[src/rtl/lane_dispatch.sv]
// lane_dispatch: index-steered dispatcher feeding N_LANES one-entry output
// registers. Each input word carries a lane index. The word is loaded into
// that lane's register and held until the lane's consumer takes it.
// Out-of-range indices are accepted and discarded. They set a sticky
// error flag and bump a saturating drop counter.
//
// Optional feature: define LANE_DISPATCH_SKID_EN to insert a 2-entry input
// FIFO. in_ready then comes from a register, and accept-to-lane latency is
// 2 cycles. Without it, in_ready is combinational and latency is 1 cycle.
//
// Ports:
//   clk, rst             single clock, synchronous active-high reset
//   in_valid/in_ready    input handshake
//   in_data, in_sel      input word and destination lane index
//   lane_valid[N]        per-lane word present (registered)
//   lane_ready[N]        per-lane consumer accepts
//   lane_data[N*WIDTH]   per-lane word, lane i at [i*WIDTH +: WIDTH]
//   err_oob              sticky out-of-range index seen
//   drop_cnt[8]          saturating count of dropped out-of-range words
module lane_dispatch #(
    parameter int N_LANES = 2,
    parameter int WIDTH   = 8,
    parameter int SEL_W   = (N_LANES > 1) ? $clog2(N_LANES) : 1
) (
    input  logic                     clk,
    input  logic                     rst,
    input  logic                     in_valid,
    output logic                     in_ready,
    input  logic [WIDTH-1:0]         in_data,
    input  logic [SEL_W-1:0]         in_sel,
    output logic [N_LANES-1:0]       lane_valid,
    input  logic [N_LANES-1:0]       lane_ready,
    output logic [N_LANES*WIDTH-1:0] lane_data,
    output logic                     err_oob,
    output logic [7:0]               drop_cnt
);

    localparam logic [SEL_W:0] LANES_EXT = (SEL_W+1)'(N_LANES);

    // Dispatch-side view: either the input port directly or the FIFO head.
    logic             d_valid;
    logic [SEL_W-1:0] d_sel;
    logic [WIDTH-1:0] d_data;
    logic             sel_oob;
    logic             lane_free;
    logic             d_fire;

`ifdef LANE_DISPATCH_SKID_EN
    logic [WIDTH-1:0] fifo_data [2];
    logic [SEL_W-1:0] fifo_sel  [2];
    logic             rd_ptr;
    logic             wr_ptr;
    logic [1:0]       count;
    logic [1:0]       count_next;
    logic             in_ready_r;
    logic             push;

    assign push     = in_valid && in_ready;
    assign in_ready = in_ready_r && !rst;
    assign d_valid  = (count != 2'd0);
    assign d_sel    = fifo_sel[rd_ptr];
    assign d_data   = fifo_data[rd_ptr];

    always_comb begin
        count_next = count;
        if (push && !d_fire)
            count_next = count + 2'd1;
        else if (!push && d_fire)
            count_next = count - 2'd1;
    end

    always_ff @(posedge clk) begin
        if (rst) begin
            rd_ptr     <= 1'b0;
            wr_ptr     <= 1'b0;
            count      <= 2'd0;
            in_ready_r <= 1'b0;
        end else begin
            if (push) begin
                fifo_data[wr_ptr] <= in_data;
                fifo_sel[wr_ptr]  <= in_sel;
                wr_ptr            <= ~wr_ptr;
            end
            if (d_fire)
                rd_ptr <= ~rd_ptr;
            count      <= count_next;
            // Registered "not full" computed from next occupancy.
            in_ready_r <= (count_next != 2'd2);
        end
    end
`else
    assign d_valid  = in_valid;
    assign d_sel    = in_sel;
    assign d_data   = in_data;
    assign in_ready = !rst && lane_free;
`endif

    // A target lane can take a word if it is empty or draining this cycle.
    // Out-of-range words are always taken, because they are discarded.
    always_comb begin
        sel_oob   = ({1'b0, d_sel} >= LANES_EXT);
        lane_free = sel_oob;
        for (int unsigned i = 0; i < N_LANES; i++) begin
            if (!sel_oob && d_sel == i[SEL_W-1:0])
                lane_free = !lane_valid[i] || lane_ready[i];
        end
    end

    assign d_fire = d_valid && lane_free;

    always_ff @(posedge clk) begin
        if (rst) begin
            lane_valid <= '0;
            lane_data  <= '0;
        end else begin
            for (int unsigned i = 0; i < N_LANES; i++) begin
                // Load wins over transfer, which gives pass-through refill.
                if (d_fire && !sel_oob && d_sel == i[SEL_W-1:0]) begin
                    lane_valid[i]                 <= 1'b1;
                    lane_data[i*WIDTH +: WIDTH]   <= d_data;
                end else if (lane_valid[i] && lane_ready[i]) begin
                    lane_valid[i] <= 1'b0;
                end
            end
        end
    end

    always_ff @(posedge clk) begin
        if (rst) begin
            err_oob  <= 1'b0;
            drop_cnt <= '0;
        end else if (d_fire && sel_oob) begin
            err_oob <= 1'b1;
            if (drop_cnt != 8'hFF)
                drop_cnt <= drop_cnt + 8'd1;
        end
    end

endmodule

[config.mk]
export PLATFORM = sky130hd
export DESIGN_NAME = lane_dispatch
export DESIGN_NICKNAME = d
export VERILOG_FILES = /design/src/rtl/lane_dispatch.sv
export SDC_FILE = /design/constraint.sdc
export NUM_CORES = 1
export LEC_CHECK = 0
export ABC_AREA = 1
export CAP_MARGIN = 10
export CORE_AREA = 4 4 49 62
export CTS_CLUSTER_DIAMETER = 80
export DETAILED_ROUTE_END_ITERATION = 8
export DIE_AREA = 0 0 53 66
export PLACE_DENSITY = 0.75
export SLEW_MARGIN = 30
export SYNTH_ARGS = -nofsm -noshare
export SYNTH_HDL_FRONTEND = slang
export SYNTH_SLANG_ARGS = --single-unit
[constraint.sdc]
create_clock -name clk -period 1.2 [get_ports clk]
set_input_delay 0.24 -clock clk [delete_from_list [all_inputs] [get_ports clk]]
set_output_delay 0.24 -clock clk [all_outputs]
set_load 0.1 [all_outputs]
==> results of run 1 <==
-- layout make-up --
cell class	count	area, um^2	area share
Inverter	46	173	0.105
Multi-Input combinational cell	85	435	0.266
Timing Repair Buffer	39	576	0.351
Sequential cell	18	388	0.237
Clock buffer	4	26.3	0.0160
Tap cell	33	41.3	0.0252
-- what timing repair did --
item,CTS,global route
buffers inserted,2,0
endpoints found under the setup margin,1,5
resized for setup,6,1
pin swaps,2,2
cloned,0,1
-- stage by stage --
step / instances / instance area [um^2]
6_report: 225 / 1640
5_1_grt: 225 / 1640
4_1_cts: 224 / 1630
3_5_place_dp: 218 / 1580
3_3_place_gp: 218 / 1580
2_1_floorplan: 163 / 1110
-- critical path, delay by kind of cell, from the launching register on --
| kind | cells | cell delay [ns] |
|---|---|---|
| buf+inv | 1 | 0.19 |
| compound gates | 1 | 0.16 |
| flops | 1 | 0.37 |
| simple gates | 2 | 0.12 |
-- metal layers --
metal	up-vias	global-route usage	share of wire
li1	509	-	-
met1	406	0.137	0.38
met2	25	0.255	0.54
met3	6	0.00677	0.048
met4	0	0.0831	0.032
met5	-	0	0
-- path summary, 6_finish.rpt --
path | slack (ns) | to | depth (start not counted)
worst min register to register | 0.53 | lane_data[1] | 4
worst max-delay path | -0.15 | in_ready | 4
worst min-delay path | 0.53 | lane_data[1] | 4
worst max register to register | 0.11 | lane_valid[0] | 7
-- registers in the layout, indices dropped and copies added, names as in the netlist --
signal / flops
lane_data: 16
lane_valid: 2
-- cell usage after synthesis (all sizes together) --
library cell and instances:
nand2 40, dfxtp 18, a21oi 1, nand3 2
nand4 16, conb 1, buf 15, nor2 16
inv 46
-- cells by family after synthesis --
family	count (synthesis)	synth area share
and+or+nand+nor	74	0.347
buffers and inverters	61	0.289
DFF	18	0.355
AOI/OAI and AO/OA	1	0.00492
other	1	0.00369
-- power breakdown --
part           switching [uW]  internal (uW)  total, uW
registers                43.7            646        689
logic                     594            278        872
clock network             170            129        299
total                     809           1050       1860
==> flow_metrics.tcl, run 1 <==
set metrics [dict create \
    port_buffers 32 \
    drc 0 \
    worstHoldPathType "reg -> reg" \
    critPathLaunchType "flip-flop" \
    initial_core_util 0.419 \
    crit_start "lane_valid[0]" \
    dpl_worst_slack_ns -0.271 \
    drv_slew 0 \
    final_util 0.675 \
    nNetsFinal 207 \
    timing.rr.start "lane_valid[0]" \
    criticalPathCategory "reg -> out" \
    critical_path.slowest_cell "dfxtp_4" \
    ant_nets 0 \
    final_cell_mix "42 x inv_1, 36 x nand2_1, 20 x buf_12" \
    grt_max_degree 19 \
    core_region_area_um2 2430 \
    worst_ir_drop_vdd_mv 0.617 \
    hold_start "lane_data[1]" \
    crit_path_max_incr_delay_ns 0.37 \
    synth.distinct_cells 13 \
    antenna_found_initial 0 \
    rsz0062_at_grt "yes" \
    final_hold_viol_count 0 \
    drv_cap 0 \
    vias 946 \
    end_kind "primary output" \
    area_growth_pct 61.3 \
    hold_slack_ns 0.534 \
    cts_sinks 18 \
    total_power_uw 1860 \
    setup_tns_ns -0.153 \
    yosys.area.top_type "dfxtp_1" \
    p_per_area_nw_per_um2 1140 \
    critPathMaxFanout 2 \
    die_area_um2 3500 \
    fin_crit_sh 1.13 \
    ys.warnings.count 0 \
    fillers 215 \
    via_per_inst 4.20 \
    n_antenna_cell 0 \
    ioPinCount 42 \
    insertion_delay_ns 0.28 \
    yosys.area.top_type_share 0.355 \
    arrival_ns 1.11 \
    netlist_area_um2 1020 \
    layout_setup_ws_ns -0.153 \
    cp_common_cell "nand2_4" \
    max_freq_mhz 739 \
    cts_buffers 3 \
    crit_path_cell_trace "nand2_4 -> nand2_4 -> a21oi_4 -> buf_12" \
    dr.first_iter.drc_count 14 \
    setup_viol 1 \
    synth-seq-area-share 0.355 \
    layout-drive-gt1-share 0.307 \
    layout_commonest_cell "inv_1" \
    wl_per_cell_um 9.87 \
    die_y_um 66 \
    clkTransAtPathRegs_ns 0.10 \
    wirelength_mm 2.22 \
    grt_usage 0.134 \
    rows 20 \
    status "finished with violations" \
    synth-seq-cells 18 \
    grt_pass1_wl_mm 3.58 \
    grt-ovfl-total 0 \
    violations "negative setup slack" \
    cts_root_buf "clkbuf_4" \
    ctsHtreeMaxLevel 1 \
    finalClockSkew_ns 0.000930 \
    cp.required_ns 0.96 \
    fin_crit_ns 1.35 \
    synthCells 155 \
    grt_pass1_vias 892 \
    cts_hold_buf 0 \
    routabilityCongestion 0.768 \
    synthTopCellsByArea "dfxtp_1 35%, inv_1 16%, nand2_1 14%, nand4_1 9.9%, buf_4 8.1%" \
    die_w_um 53 \
    syn_avg_cell_area_um2 6.55 \
    dp.final_hpwl_mm 1.76 \
    cts_buffer_depth 2 \
    p_leak_uw 0.000866 \
    dr.pass1.iters 3 \
    tritoncts "built" \
]
(Power assumes the default switching activity.)
==> inputs of run 2 (changes only) <==
--- a/config.mk
+++ b/config.mk
@@ -12,6 +12,7 @@
 export DETAILED_ROUTE_END_ITERATION = 8
 export DIE_AREA = 0 0 53 66
 export PLACE_DENSITY = 0.75
+export REMOVE_ABC_BUFFERS = 1
 export SLEW_MARGIN = 30
 export SYNTH_ARGS = -nofsm -noshare
 export SYNTH_HDL_FRONTEND = slang
==> flow_metrics.tcl, run 2 (synthesized netlist as in run 1, its figures left out) <==
set metrics [dict create \
    crit_path_cell_trace "nand2_4 -> nand2_4 -> a21oi_4 -> buf_12" \
    fin_crit_ns 1.37 \
    drv_cap 0 \
    insertion_delay_ns 0.29 \
    die_w_um 53 \
    cp.required_ns 0.96 \
    clkTransAtPathRegs_ns 0.11 \
    wirelength_mm 2.30 \
    largest_reg_flops 16 \
    grt_max_degree 19 \
    drc 0 \
    cts_hold_buf 0 \
    worst_ir_drop_vdd_mv 0.910 \
    rows 20 \
    cts_sinks 18 \
    criticalPathCategory "reg -> out" \
    fin_crit_sh 1.14 \
    dp.final_hpwl_mm 1.73 \
    p_leak_uw 0.000865 \
    regArea_um2 363 \
    cts_buffers 3 \
    grt_pass1_wl_mm 3.80 \
    multi_input_area_um2 415 \
    n_antenna_cell 0 \
    critical_path.slowest_cell "dfxtp_2" \
    grt-ovfl-total 0 \
    dr.first_iter.drc_count 15 \
    final_cell_mix "43 x inv_1, 36 x nand2_1, 20 x buf_12" \
    cts_buffer_depth 2 \
    rsz0062_at_grt "yes" \
    critPathLaunchType "flip-flop" \
    routabilityCongestion 0.800 \
    setup_viol 2 \
    regMostFlops "lane_data" \
    port_buffers 32 \
    crit_path_max_incr_delay_ns 0.35 \
    final_hold_viol_count 0 \
    ctsHtreeMaxLevel 1 \
    core_region_area_um2 2430 \
    wl_per_cell_um 10.2 \
    status "finished with violations" \
    finalClockSkew_ns 0.00464 \
    max_freq_mhz 729 \
    fillers 215 \
    cts_root_buf "clkbuf_4" \
    ant_nets 0 \
    grt_usage 0.143 \
    top_regs "lane_data: 16 flops, lane_valid: 2 flops" \
    via_per_inst 4.25 \
    dr.pass1.iters 4 \
    p_per_area_nw_per_um2 1190 \
    arrival_ns 1.13 \
    antenna_found_initial 0 \
    end_kind "primary output" \
    nNetsFinal 208 \
    area_growth_pct 59.4 \
    place_area_um2 1540 \
    layout_commonest_cell "inv_1" \
    die_y_um 66 \
    finalInstanceArea_um2 1620 \
    layout-drive-gt1-share 0.228 \
    layout_setup_ws_ns -0.171 \
    initial_core_util 0.419 \
    dp_cells 220 \
    finalNonFillerCells 226 \
    grt_pass1_vias 901 \
    vias 960 \
    ioPinCount 42 \
    worstHoldPathType "reg -> reg" \
    critPathMaxFanout 2 \
    violations "negative setup slack" \
    cp_common_cell "nand2_4" \
    tritoncts "built" \
    die_area_um2 3500 \
    drv_slew 0 \
]
-- run 2: layout make-up --
cell class,instances,area share
clock buffers,4,0.0224
well taps,33,0.0255
multi-input cells,84,0.257
inverters,46,0.107
flip-flops and latches,18,0.224
repair buffers,41,0.365
-- run 2: per-layer routing --
layer  global-route usage  part of all wire
met1                0.164              0.40
met2                0.248              0.52
met5                    0                 0
met3               0.0316             0.067
met4               0.0575             0.014
-- run 2: worst paths after layout --
kind | from | end | slack (ns) | cells past startpoint
worst min-delay path | lane_data[8] | lane_data[8] | 0.55 | 4
worst min register to register | lane_data[8] | lane_data[8] | 0.55 | 4
worst max register to register | lane_valid[1] | lane_data[9] | 0.12 | 7
worst max-delay path | lane_valid[1] | in_ready | -0.17 | 4
-- run 2: timing repair --
action,4_1_cts,5_1_grt
setup endpoints to repair,2,2
buffers inserted,0,2
cloned,0,0
pin swaps,4,2
resized for setup,10,3
-- run 2: where the power goes --
part / switching, uW / internal (uW) / total [uW]
Combinational: 595 / 278 / 872
Clock: 192 / 185 / 377
Sequential: 42.1 / 640 / 682
Total: 829 / 1100 / 1930
-- run 2: worst max-delay path: cells and delay by family (launching register included) --
family / cells / cell delay, ns
flops: 1 / 0.35
simple gates: 2 / 0.13
compound gates: 1 / 0.17
buf+inv: 1 / 0.19
-- run 2: stage by stage --
| stage | TNS (ns) | setup slack (ns) | util | hold WS [ns] | total power [uW] |
|---|---|---|---|---|---|
| floorplan | -9.85 | -1.65 | - | 0.444 | 1250 |
| global placement | -3.08 | -0.357 | 0.635 | 0.536 | 1540 |
| detailed placement | -3.44 | -0.359 | 0.635 | 0.534 | 1550 |
| CTS | -0.180 | -0.180 | 0.654 | 0.553 | 1930 |
| global route | -0.295 | -0.199 | 0.667 | 0.583 | 2010 |
| finish | -0.241 | -0.171 | 0.667 | 0.548 | 1930 |
